`config.mk`:
```
export PLATFORM = sky130hd
export DESIGN_NAME = input_conditioner
export DESIGN_NICKNAME = d
export VERILOG_FILES = /design/src/rtl/input_conditioner.sv
export SDC_FILE = /design/constraint.sdc
export NUM_CORES = 1
export LEC_CHECK = 0
export CORE_MARGIN = 2
export CORE_UTILIZATION = 58
export CTS_BUF_LIST = sky130_fd_sc_hd__clkbuf_4
export CTS_CLUSTER_SIZE = 16
export DETAILED_ROUTE_END_ITERATION = 7
export PLACE_DENSITY = 0.78
export RECOVER_POWER = 100
export SLEW_MARGIN = 20
export SYNTH_ARGS = -nofsm -noshare
export SYNTH_HDL_FRONTEND = slang
export SYNTH_SLANG_ARGS = --single-unit
```
`constraint.sdc`:
```
create_clock -name clk -period 1.9 [get_ports clk]
set_input_delay 0.57 -clock clk [delete_from_list [all_inputs] [get_ports clk]]
set_output_delay 0.57 -clock clk [all_outputs]
set_load 0.1 [all_outputs]
```
`src/rtl/input_conditioner.sv`:
```
// Board input conditioner: 2-FF synchronisers and counter debouncers for four Gray-code
// switches and the decades button, plus press-edge pulse and show_decades toggle.
module input_conditioner #(
   parameter int DEBOUNCE_CYCLES = 270_000,
   parameter bit BTN_ACTIVE_LOW  = 1'b1
) (
   input  logic       clk,
   input  logic       rst_n,
   input  logic [3:0] sw_in,
   input  logic       btn_in,
   output logic [3:0] gray_code,
   output logic       show_decades,
   output logic       btn_pulse
);

   localparam int              CNT_W    = $clog2(DEBOUNCE_CYCLES + 1);
   localparam int              NCH      = 5;
   localparam int              BTN_CH   = 4;
   localparam logic [CNT_W-1:0] CNT_LAST = CNT_W'(DEBOUNCE_CYCLES - 1);
   localparam logic            BTN_IDLE = BTN_ACTIVE_LOW ? 1'b1 : 1'b0;
   localparam logic [NCH-1:0]  SYNC_RST = {BTN_IDLE, 4'b0000};

   logic [NCH-1:0] r_sync1;
   logic [NCH-1:0] r_sync2;
   logic [NCH-1:0] w_level;
   logic [NCH-1:0] w_st;
   logic           r_pressed_q;
   logic           r_show_decades;
   logic           r_btn_pulse;
   logic           w_press_edge;

   // Button sync FFs idle at the released level so reset never looks like a press.
   always_ff @(posedge clk or negedge rst_n) begin
      if (!rst_n) begin
         r_sync1 <= SYNC_RST;
         r_sync2 <= SYNC_RST;
      end else begin
         r_sync1 <= {btn_in, sw_in};
         r_sync2 <= r_sync1;
      end
   end

   // Button level normalised to 1 = pressed before debouncing.
   assign w_level = {r_sync2[BTN_CH] ^ BTN_IDLE, r_sync2[3:0]};

   for (genvar g = 0; g < NCH; g++) begin : g_ch
      logic             r_st;
      logic [CNT_W-1:0] r_cnt;

      always_ff @(posedge clk or negedge rst_n) begin
         if (!rst_n) begin
            r_st  <= 1'b0;
            r_cnt <= '0;
         end else if (w_level[g] == r_st) begin
            r_cnt <= '0;
         end else if (r_cnt == CNT_LAST) begin
            r_st  <= w_level[g];
            r_cnt <= '0;
         end else begin
            r_cnt <= r_cnt + CNT_W'(1);
         end
      end

      assign w_st[g] = r_st;
   end

   assign w_press_edge = w_st[BTN_CH] & ~r_pressed_q;

   always_ff @(posedge clk or negedge rst_n) begin
      if (!rst_n) begin
         r_pressed_q    <= 1'b0;
         r_btn_pulse    <= 1'b0;
         r_show_decades <= 1'b0;
      end else begin
         r_pressed_q <= w_st[BTN_CH];
         r_btn_pulse <= w_press_edge;
         if (w_press_edge) begin
            r_show_decades <= ~r_show_decades;
         end
      end
   end

   assign gray_code    = w_st[3:0];
   assign show_decades = r_show_decades;
   assign btn_pulse    = r_btn_pulse;

endmodule

```
; ---- After elaboration in Yosys (flattened, before gate mapping)
; Index checks and enable logic that the tools add are counted.
[classes]
addsub = 5
n_eq_ne = 10
n_mux = 10
bitwise_logic = 9
n_reduce_logical = 5
[ops]
columns = cell, n
row1 = $mux 19, 10
row2 = $add 19x1->19 const B, 5
row3 = $eq 19x19->1 const B, 5
row4 = $reduce_and 2->1, 5
row5 = $not 1->1, 8
row6 = $eq 1x1->1, 5
row7 = $and 1x1->1, 1
[totals]
register_bits = 113
input_bits = 7
out_inout_bits = 6
elab_cells = 54

; ---- Depth between registers and ports, before layout
; Gate-level depths: netlist of run 1.
[logic_depth]
word_depth = 4
ltp_mapped = 7
mapped_depth_nobuf = 5

; ---- Least setup slack after synthesis of run 1
; OpenSTA, ideal clock, no wires.
[synth_timing]
path_kind = register -> register
start = register g_ch[0].r_cnt[0]
end = register g_ch[0].r_cnt[12]
setup_time_ns = 0.119
arrival_time_ns = 1.775
required_ns = 1.781
path_slack_ns = 0.007
path_stages_with_launch = 7
n_path_buf = 1
period_less_slack_ns = 1.893
cell_sequence = dfrtp_1 > ha_1 > nand3_2 > or4_4 > o31ai_4 > buf_6 > nor2_1
[synth_between]
elab_chain_cells = 3
elab_cells_between_ends = 4
cone_classes = add/sub: 1 / eq/ne: 1 / mux: 2
[synth_lines]
columns = item, line_no
row1 = "start, declared", 48  ; logic [CNT_W-1:0] r_cnt;
row2 = "start signal, assigned", 60  ; r_cnt <= r_cnt + CNT_W'(1);
row3 = $add 19x1->19 or $eq 19x19->1 (tied branches), "60, 56"
row4 = $mux 19 (*), 56  ; end else if (r_cnt == CNT_LAST) begin
row5 = $mux 19 (*), 54  ; end else if (w_level[g] == r_st) begin
; Every way passes the cells marked *; elsewhere a longest branch is shown, timed or not.
; A chain may end at the register's enable or synchronous reset.

; ---- Worst setup path after layout of run 1
[layout_timing]
start = register g_ch[0].r_cnt[1]
end = register g_ch[0].r_st
[layout_between]
elab_chain_cells = 2
[layout_lines]
columns = item, line_no
row1 = $eq 19x19->1, 56
row2 = $reduce_and 2->1 (no line), --
row3 = "end signal, assigned", 57  ; r_st <= w_level[g];
row4 = "end, declared", 47  ; logic r_st;
; Every way passes these cells.

==> results.py, run 1 <==
metrics = {
    "global_routing": {
        "grt.total_usage": 0.221,
        "gr-max-usage-layer": "met2",
        "grt_pass1_wl_um": 17600,
        "met3_usage": 0.0780,
        "grt.met2_usage": 0.353,
        "grt_max_degree": 49,
        "grtUsageMet1": 0.286,
        "antenna_found_initial": 0,
        "grt_pass1_vias": 3951,
        "grt.overflow.total": 0,
    },
    "clock_tree": {
        "cts_made_buffers": 17,
        "tritoncts": "done",
        "root_buffer": "clkbuf_4",
        "clk_path_buf_depth": 2,
        "htreeDepth": 4,
        "clock_latency_ns": 0.51,
        "numClockSinks": 113,
        "path_clk_slew_ns": 0.11,
    },
    "yosys": {
        "avgSynthCellArea_um2": 10.3,
        "synth_nets": 531,
        "synthCells": 519,
        "ys.flop_type": "dfrtp_1",
        "ys.warnings.count": 0,
        "ys_seq_elements": 113,
        "synth_edf_count": 0,
        "yosysSeqAreaShare": 0.529,
        "synth_area_mm2": 0.00535,
        "ys_types": 44,
        "synthArstFlopShare": 1.00,
    },
    "status": {
        "status": "completed",
    },
    "power": {
        "p_seq_frac": 0.563,
        "swShare": 0.248,
        "p_leak_nw": 2.56,
        "switchingPower_w": 0.00109,
        "vdd_ir_drop_max_v": 0.000403,
        "p_int_w": 0.00331,
        "comb_power_share": 0.043,
        "pwr-share-clk": 0.394,
        "power-per-cell-area_mw_per_mm2": 714,
    },
    "setup_path": {
        "path_class": "register to register",
        "worstSetupStartpointType": "register",
        "r2r-start": "g_ch[0].r_cnt[1]",
        "crit_arrival_ns": 2.26,
        "crit_path_start": "g_ch[0].r_cnt[1]",
        "crit-reg2reg-capture": "g_ch[0].r_st",
        "cp_max_fo": 3,
        "setup.worst_path.end_class": "register",
        "cp-endpoint": "g_ch[0].r_st",
        "r2r_setup_slack_ns": 0.04,
        "required_ns": 2.30,
        "rr_worst_depth": 5,
    },
    "finish": {
        "utilization": 0.676,
        "fin_nets": 579,
        "seqCellArea_mm2": 0.00283,
        "drive_gt1_frac": 0.160,
        "multi_input_area_mm2": 0.00242,
        "area_growth_pct": 15.2,
        "antennaDiodeCount": 0,
        "fillCellCount": 672,
        "final_area_mm2": 0.00616,
    },
    "place": {
        "place_hpwl_um": 6920,
        "pre_cts_ws_ns": 0.0249,
        "io_buffers": 12,
        "placed_area_mm2": 0.00581,
        "gp_congestion": 0.872,
    },
    "detailed_routing": {
        "route.detailed.drc": 0,
        "drt_iter0_drc": 172,
        "vias": 3974,
        "wl_um": 10100,
        "ant_nets": 0,
        "avgViaCountPerCell": 5.75,
        "wl_per_cell_um": 14.6,
        "drt_first_pass_iters": 4,
    },
    "timing": {
        "period_minus_slack_ns": 1.86,
        "whs_ns": 0.354,
        "drv_slew": 0,
        "report.final.hold_viol_count": 0,
        "fmax_mhz": 537,
        "rsz0062_at_grt": "yes",
        "finalWorstSetupSlack_ns": 0.0395,
        "slew_headroom": 0.204,
        "skew_ns": 0.0176,
        "finalCritPeriodShare": 0.979,
        "setup_violations": 0,
        "worstMarginPinSlew_ns": 1.19,
    },
    "floorplanning": {
        "placementRows": 35,
        "dieArea_mm2": 0.0100,
        "die_h_um": 100,
        "die_w_um": 100,
        "io_pins": 13,
        "core_mm2": 0.00911,
        "start_util": 0.587,
    },
    "flow_run": {
        "max-cap-violations": 0,
    },
    "hold_path": {
        "hold_path.class": "register to register",
    },
}
-- area by class of cell --
cell class              instances  area share
clock inverters                14      0.0230
well taps                     111      0.0226
inverters                      15     0.00914
repair buffers                 41      0.0713
multi-input cells             379       0.393
clock buffers                  18      0.0219
flip-flops and latches        113       0.460
-- cell usage in the layout, fill, tap and decap left out, types with 4 or more instances in the layout --
cell type and count:
nand4_1 29, ha_1 4, o21ai_0 10, buf_4 23, clkinv_2 5, nand3_1 36, a21oi_1 12, xnor2_1 41
nor4_1 16, xor2_1 34, nor3_1 10, dlygate4sd3_1 6, inv_1 15, buf_12 9, and4_1 7, or3_1 6
clkbuf_4 18, nor4b_1 4, dfrtp_1 111, and3_1 10, clkinvlp_4 4, nor2_1 95, mux2_2 4, nand2_1 18
-- through the flow --
stage          TNS [ns]  total power [W]  instances
2_1_floorplan         0          0.00259        519
3_3_place_gp          0          0.00269        654
3_5_place_dp          0          0.00271        654
4_1_cts               0          0.00444        687
5_1_grt         -0.0437          0.00460        691
6_report              0          0.00440        691
-- metal layers --
metal,vias to the layer above,share of wire
met3,10,0.038
met4,0,0.0096
met1,1958,0.44
li1,1931,-
met2,75,0.51
met5,-,0
-- what timing repair did --
action	in CTS	in global routing
hold buffers	1	0
gates resized for setup	2	8
pin swaps	0	3
setup buffers	0	4
endpoints found under the hold margin	16	0
endpoints found under the setup margin	2	24
-- logic make-up after synthesis --
kind of cell    after synthesis  synth area share
simple gates                258             0.252
flops                       113             0.529
xor+xnor                     75             0.123
compound gates               34            0.0456
buf+inv                      27            0.0243
mux                           7            0.0140
fa+ha+maj                     5            0.0117
-- flip-flops by register name, summed over array words and instances, names as in the netlist --
signal,flops
btn_pulse,1
g_ch.r_cnt,95
g_ch.r_st,5
r_pressed_q,1
r_sync1,5
r_sync2,5
show_decades,1
-- synth_stat cells, types with 3 or more instances --
cell	count	area, um2
nand3_1	36	180
a21oi_1	12	60.1
and3_1	10	62.6
nor4_1	17	106
inv_1	15	56.3
or3_1	6	37.5
nand2_1	18	67.6
nor4b_1	5	43.8
o31ai_1	3	22.5
buf_2	5	25.0
xnor2_1	41	359
and4_1	8	70.1
mux2i_1	3	30.0
nor3b_1	3	22.5
o21ai_0	10	50.1
and2_1	3	18.8
nor3_1	13	65.1
dfrtp_1	111	2780
buf_4	4	30.0
nor2_1	95	357
mux2_2	4	45.0
xor2_1	34	298
ha_1	5	62.6
nand4_1	29	181
or4_1	3	22.5
-- worst max-delay path: stages (launching register included) --
cell     delay [ns]
dfrtp_1        0.37
ha_1           0.19
nand3_2        0.11
or4_4          0.52
nor3_2         0.20
mux2_2         0.35
-- power groups by stage --
stage / Sequential (W) / Clock (W) / Combinational, W
floorplan: 0.00252 / 0 / 0.0000771
global placement: 0.00252 / 0 / 0.000176
detailed placement: 0.00252 / 0 / 0.000184
CTS: 0.00247 / 0.00178 / 0.000188
global route: 0.00248 / 0.00190 / 0.000220
finish: 0.00247 / 0.00173 / 0.000191
-- worst min-delay path by stage --
stage,slack [ns],depth (start not counted),start,end
4_1_cts,0.35,0,r_sync1[1],r_sync2[1]
3_5_place_dp,0.34,0,r_sync1[2],r_sync2[2]
2_1_floorplan,0.27,0,rst_n,btn_pulse
6_report,0.35,0,r_sync1[1],r_sync2[1]
3_3_place_gp,0.33,0,r_sync1[1],r_sync2[1]
5_1_grt,0.36,0,r_sync1[1],r_sync2[1]
Note: power is estimated with default switching activity, not from simulation.
==> inputs of run 2 (changes only) <==
--- a/config.mk
+++ b/config.mk
@@ -13,4 +13,2 @@
 export PLACE_DENSITY = 0.78
-export RECOVER_POWER = 100
-export SLEW_MARGIN = 20
 export SYNTH_ARGS = -nofsm -noshare
==> constraint.sdc (replaced) <==
create_clock -name clk -period 1.9 [get_ports clk]
set_input_delay 0.285 -clock clk [delete_from_list [all_inputs] [get_ports clk]]
set_output_delay 0.285 -clock clk [all_outputs]
set_load 0.1 [all_outputs]
==> run 2 against run 1 <==
Total power decreased by 5.2%. Critical path depth unchanged. Die area unchanged. Clock-buffer cell count increased by 3. Global-route usage decreased by 0.44 points. Non-clock buffer count decreased by 5. Fmax increased by 1.2%. Largest cell class unchanged. Largest power group unchanged. Highest routed layer unchanged.
==> results.py, run 2 (synthesis gave the netlist of run 1 again) <==
metrics = {
    "global_routing": {
        "grt_pass1_wl_um": 17400,
        "grt_pass1_vias": 3883,
        "grt.total_usage": 0.217,
        "grt_max_degree": 77,
        "antenna_found_initial": 0,
        "grt.overflow.total": 0,
    },
    "finish": {
        "largest_reg_flops": 95,
        "fin_nets": 574,
        "seqCellArea_mm2": 0.00283,
        "area_growth_pct": 11.7,
        "antennaDiodeCount": 0,
        "top_register": "g_ch.r_cnt",
        "drive_gt1_frac": 0.141,
        "final_common_cell": "dfrtp_1",
        "fillCellCount": 706,
        "multi_input_area_mm2": 0.00240,
        "final_cell_mix": "111 x dfrtp_1, 95 x nor2_1, 41 x xnor2_1",
    },
    "timing": {
        "fmax_mhz": 544,
        "skew_ns": 0.0246,
        "worstMarginPinSlew_ns": 0.513,
        "period_minus_slack_ns": 1.84,
        "setup_violations": 0,
        "tns_ns": 0,
        "drv_slew": 0,
        "slew_headroom": 0.655,
        "rsz0062_at_grt": "no",
        "report.final.hold_viol_count": 0,
        "finalCritPeriodShare": 0.967,
    },
    "setup_path": {
        "crit_family": "simple AND/OR/NAND/NOR gates",
        "worstSetupStartpointType": "register",
        "slowest_stage": "or4_4",
        "r2r_setup_slack_ns": 0.06,
        "crit-reg2reg-capture": "g_ch[0].r_st",
        "required_ns": 2.29,
        "crit_chain": "ha_1 > nand3_2 > or4_4 > nor3_1 > mux2_2",
        "crit_arrival_ns": 2.23,
        "path_class": "register to register",
        "slowest_delay_ns": 0.51,
        "r2r-start": "g_ch[0].r_cnt[1]",
        "worst-path-buf-inv": 0,
        "rr_worst_depth": 5,
        "setup.worst_path.end_class": "register",
        "cp_max_fo": 3,
    },
    "detailed_routing": {
        "wl_um": 9860,
        "drt_first_pass_iters": 5,
        "avgViaCountPerCell": 5.78,
        "drt_iter0_drc": 220,
        "vias": 3966,
        "route.detailed.drc": 0,
        "ant_nets": 0,
        "wl_per_cell_um": 14.4,
    },
    "clock_tree": {
        "clk_path_buf_depth": 2,
        "path_clk_slew_ns": 0.09,
        "cts_made_buffers": 17,
        "htreeDepth": 4,
        "numClockSinks": 113,
        "clock_latency_ns": 0.51,
        "root_buffer": "clkbuf_4",
        "tritoncts": "done",
    },
    "status": {
        "status": "completed",
    },
    "floorplanning": {
        "core_mm2": 0.00911,
        "io_pins": 13,
        "placementRows": 35,
        "die_h_um": 100,
        "die_w_um": 100,
        "dieArea_mm2": 0.0100,
        "start_util": 0.587,
    },
    "power": {
        "vdd_ir_drop_max_v": 0.000340,
        "power_w": 0.00417,
        "p_leak_nw": 2.51,
        "power-per-cell-area_mw_per_mm2": 698,
    },
    "hold_path": {
        "hold_path.class": "input port to async pin",
    },
    "place": {
        "place_hpwl_um": 6710,
        "gp_congestion": 0.835,
        "io_buffers": 12,
    },
    "flow_run": {
        "max-cap-violations": 0,
    },
}
## run 2: cell count changes in the layout (fill, tap and decap cells not counted), sizes merged
cell | before | now
buf | 34 | 30
bufinv | 2 | 1
clkbuf | 19 | 21
clkdlybuf4s50 | 0 | 5
clkinv | 7 | 10
clkinvlp | 4 | 0
dlygate4sd3 | 6 | 1
inv | 16 | 15
## run 2: area by class of cell
cell class / count / area share
Timing Repair Buffer: 36 / 0.0520
Sequential cell: 113 / 0.474
Tap cell: 111 / 0.0233
Inverter: 15 / 0.00943
Clock inverter: 11 / 0.0126
Multi-Input combinational cell: 379 / 0.402
Clock buffer: 21 / 0.0264
## run 2: timing repair
action,CTS,global route
setup endpoints to repair,0,3
hold buffers,1,0
endpoints found under the hold margin,111,0
setup buffers,0,0
gates resized for setup,0,3
## run 2: worst max-delay path by stage
stage,startpoint,end,slack (ns),depth (start not counted)
4_1_cts,g_ch[0].r_cnt[1],g_ch[0].r_st,0.06,5
5_1_grt,g_ch[2].r_cnt[0],g_ch[2].r_st,0.004,5
3_5_place_dp,g_ch[0].r_cnt[1],g_ch[0].r_st,0.08,5
3_3_place_gp,g_ch[0].r_cnt[1],g_ch[0].r_st,0.11,5
6_report,g_ch[0].r_cnt[1],g_ch[0].r_st,0.06,5
2_1_floorplan,g_ch[0].r_cnt[0],g_ch[0].r_cnt[12],0.007,6
## run 2: routing by layer
metal | global-route usage | wire [um] | part of all wire
met5 | 0 | 0 | 0
met4 | 0.0969 | 149 | 0.015
met3 | 0.0557 | 368 | 0.037
met2 | 0.343 | 4760 | 0.48
met1 | 0.285 | 4570 | 0.46
## run 2: power by group
| part | switching (W) | internal (W) | total, W |
|---|---|---|---|
| registers | 0.0000331 | 0.00244 | 0.00247 |
| logic | 0.000109 | 0.0000669 | 0.000176 |
| clock network | 0.000843 | 0.000676 | 0.00152 |
| total | 0.000985 | 0.00318 | 0.00417 |
## run 2: per-stage QoR
stage	worst slack (ns)	util	std cells	hold WS [ns]	area [um2]
3_5_place_dp	0.0790	0.627	653	0.121	5710
6_report	0.0618	0.655	686	0.141	5970
2_1_floorplan	0.00673	-	519	-0.0106	5350
5_1_grt	0.00418	0.655	686	0.0929	5970
4_1_cts	0.0605	0.654	686	0.0824	5950
3_3_place_gp	0.109	0.627	653	0.116	5710
==> inputs of run 3 (changes only) <==
==> constraint.sdc (replaced) <==
create_clock -name clk -period 1.9 [get_ports clk]
set_input_delay 0.38 -clock clk [delete_from_list [all_inputs] [get_ports clk]]
set_output_delay 0.38 -clock clk [all_outputs]
set_load 0.1 [all_outputs]
==> run 3 against run 2 <==
Register-to-register slack gained 0.02 ns. Fmax grew 1.3%. Clock-buffer cell count shrank 3. Total power grew 14%. Critical endpoint is now g_ch[3].r_st. Largest cell class unchanged. Highest routed layer unchanged.
==> results.py, run 3 (synthesis gave the netlist of run 1 again) <==
metrics = {
    "setup_path": {
        "worstSetupStartpointType": "register",
        "rr_worst_depth": 4,
        "required_ns": 2.29,
        "cp_max_fo": 7,
        "r2r-start": "g_ch[3].r_cnt[0]",
        "r2r_setup_slack_ns": 0.08,
        "path_class": "register to register",
        "setup.worst_path.end_class": "register",
        "crit_path_start": "g_ch[3].r_cnt[0]",
        "crit-reg2reg-capture": "g_ch[3].r_st",
        "crit_arrival_ns": 2.20,
    },
    "finish": {
        "antennaDiodeCount": 0,
        "fin_nets": 574,
        "utilization": 0.676,
        "top_register": "g_ch.r_cnt",
        "final_area_mm2": 0.00615,
        "final_common_cell": "dfrtp_1",
        "area_growth_pct": 15.1,
        "final_cell_mix": "111 x dfrtp_1, 95 x nor2_1, 41 x xnor2_1",
        "fillCellCount": 675,
        "largest_reg_flops": 95,
        "drive_gt1_frac": 0.150,
    },
    "timing": {
        "setup_violations": 0,
        "report.final.hold_viol_count": 0,
        "rsz0062_at_grt": "yes",
        "fmax_mhz": 551,
        "worstMarginPinSlew_ns": 0.506,
        "skew_ns": 0.0142,
        "slew_headroom": 0.660,
        "finalCritPeriodShare": 0.955,
        "period_minus_slack_ns": 1.82,
        "drv_slew": 0,
        "tns_ns": 0,
    },
    "clock_tree": {
        "root_buffer": "clkbuf_4",
        "tritoncts": "done",
        "htreeDepth": 4,
        "cts_made_buffers": 17,
        "path_clk_slew_ns": 0.10,
        "clk_path_buf_depth": 2,
        "cts_setup_buffers": 0,
        "clock_latency_ns": 0.50,
        "numClockSinks": 113,
    },
    "global_routing": {
        "grt_max_degree": 39,
        "grt.overflow.total": 0,
        "antenna_found_initial": 0,
        "grt_pass1_wl_um": 17400,
        "grt_pass1_vias": 3991,
        "grt.total_usage": 0.215,
    },
    "flow_run": {
        "max-cap-violations": 0,
    },
    "detailed_routing": {
        "drt_iter0_drc": 291,
        "avgViaCountPerCell": 5.71,
        "drt_first_pass_iters": 5,
        "wl_per_cell_um": 14.5,
        "vias": 3916,
        "ant_nets": 0,
        "wl_um": 9940,
        "route.detailed.drc": 0,
    },
    "hold_path": {
        "hp-start": "sw_in[3]",
        "worstHoldEndpoint": "r_sync1[3]",
        "hold_path.class": "input port to register",
        "min_path_cells": 1,
    },
    "power": {
        "p_leak_nw": 2.56,
        "vdd_ir_drop_max_v": 0.000480,
        "power-per-cell-area_mw_per_mm2": 772,
    },
    "place": {
        "placed_area_mm2": 0.00577,
        "place_hpwl_um": 6920,
        "io_buffers": 12,
        "gp_congestion": 0.852,
    },
    "floorplanning": {
        "start_util": 0.587,
        "core_mm2": 0.00911,
        "io_pins": 13,
        "die_w_um": 100,
        "die_h_um": 100,
        "dieArea_mm2": 0.0100,
        "placementRows": 35,
    },
    "status": {
        "status": "completed",
    },
}
## run 3: cell types whose count changed in the layout (fill, tap and decap cells not counted), moves of 3 or more
cell        before  now
buf_12           2    7
buf_4           28   23
bufinv_16        1    5
clkinv_1         4    0
clkbuf_4        21   18
clkinv_2         6    3
clkinv_4         0    3
clkinvlp_4       0    3
## run 3: critical path, cell delays in order, from the launching register on
cell	delay (ns)
dfrtp_1	0.42
ha_1	0.23
nand4_1	0.34
nor3_1	0.36
mux2_2	0.37
## run 3: power by group
| part | switching [W] | total, W | internal (W) |
|---|---|---|---|
| combinational | 0.000109 | 0.000178 | 0.0000692 |
| clock | 0.000907 | 0.00210 | 0.00119 |
| sequential | 0.0000339 | 0.00248 | 0.00244 |
| total | 0.00105 | 0.00475 | 0.00370 |
## run 3: metal layers
layer | track usage | wire (um)
met4 | 0.0832 | 153
met2 | 0.365 | 5110
met3 | 0.0550 | 311
met1 | 0.265 | 4370
met5 | 0 | 0
## run 3: stage by stage
stage	power, W	setup slack [ns]	hold WS, ns	cells
3_3_place_gp	0.00269	0.0846	0.332	653
3_5_place_dp	0.00270	0.0681	0.343	653
5_1_grt	0.00494	-0.0223	0.284	686
4_1_cts	0.00480	0.0473	0.284	686
2_1_floorplan	0.00259	0.00673	0.0844	519
6_report	0.00475	0.0849	0.319	686
## run 3: timing repair
| item | 4_1_cts | 5_1_grt |
|---|---|---|
| endpoints found under the hold margin | 32 | 0 |
| gates resized for setup | 0 | 4 |
| hold buffers | 1 | 0 |
| endpoints found under the setup margin | 0 | 12 |
## run 3: how the worst max path moves through the flow
stage	to
2_1_floorplan	g_ch[0].r_cnt[12]
3_3_place_gp	g_ch[0].r_st
3_5_place_dp	g_ch[0].r_st
4_1_cts	g_ch[0].r_st
5_1_grt	g_ch[0].r_cnt[16]
6_report	g_ch[3].r_st
## run 3: layout make-up
cell class                      instances  area [um2]  share of cell area
Clock buffer                           18         135              0.0220
Clock inverter                         14         214              0.0348
Inverter                               15        56.3             0.00915
Multi-Input combinational cell        379        2410               0.391
Sequential cell                       113        2830               0.460
Tap cell                              111         139              0.0226
Timing Repair Buffer                   36         373              0.0606
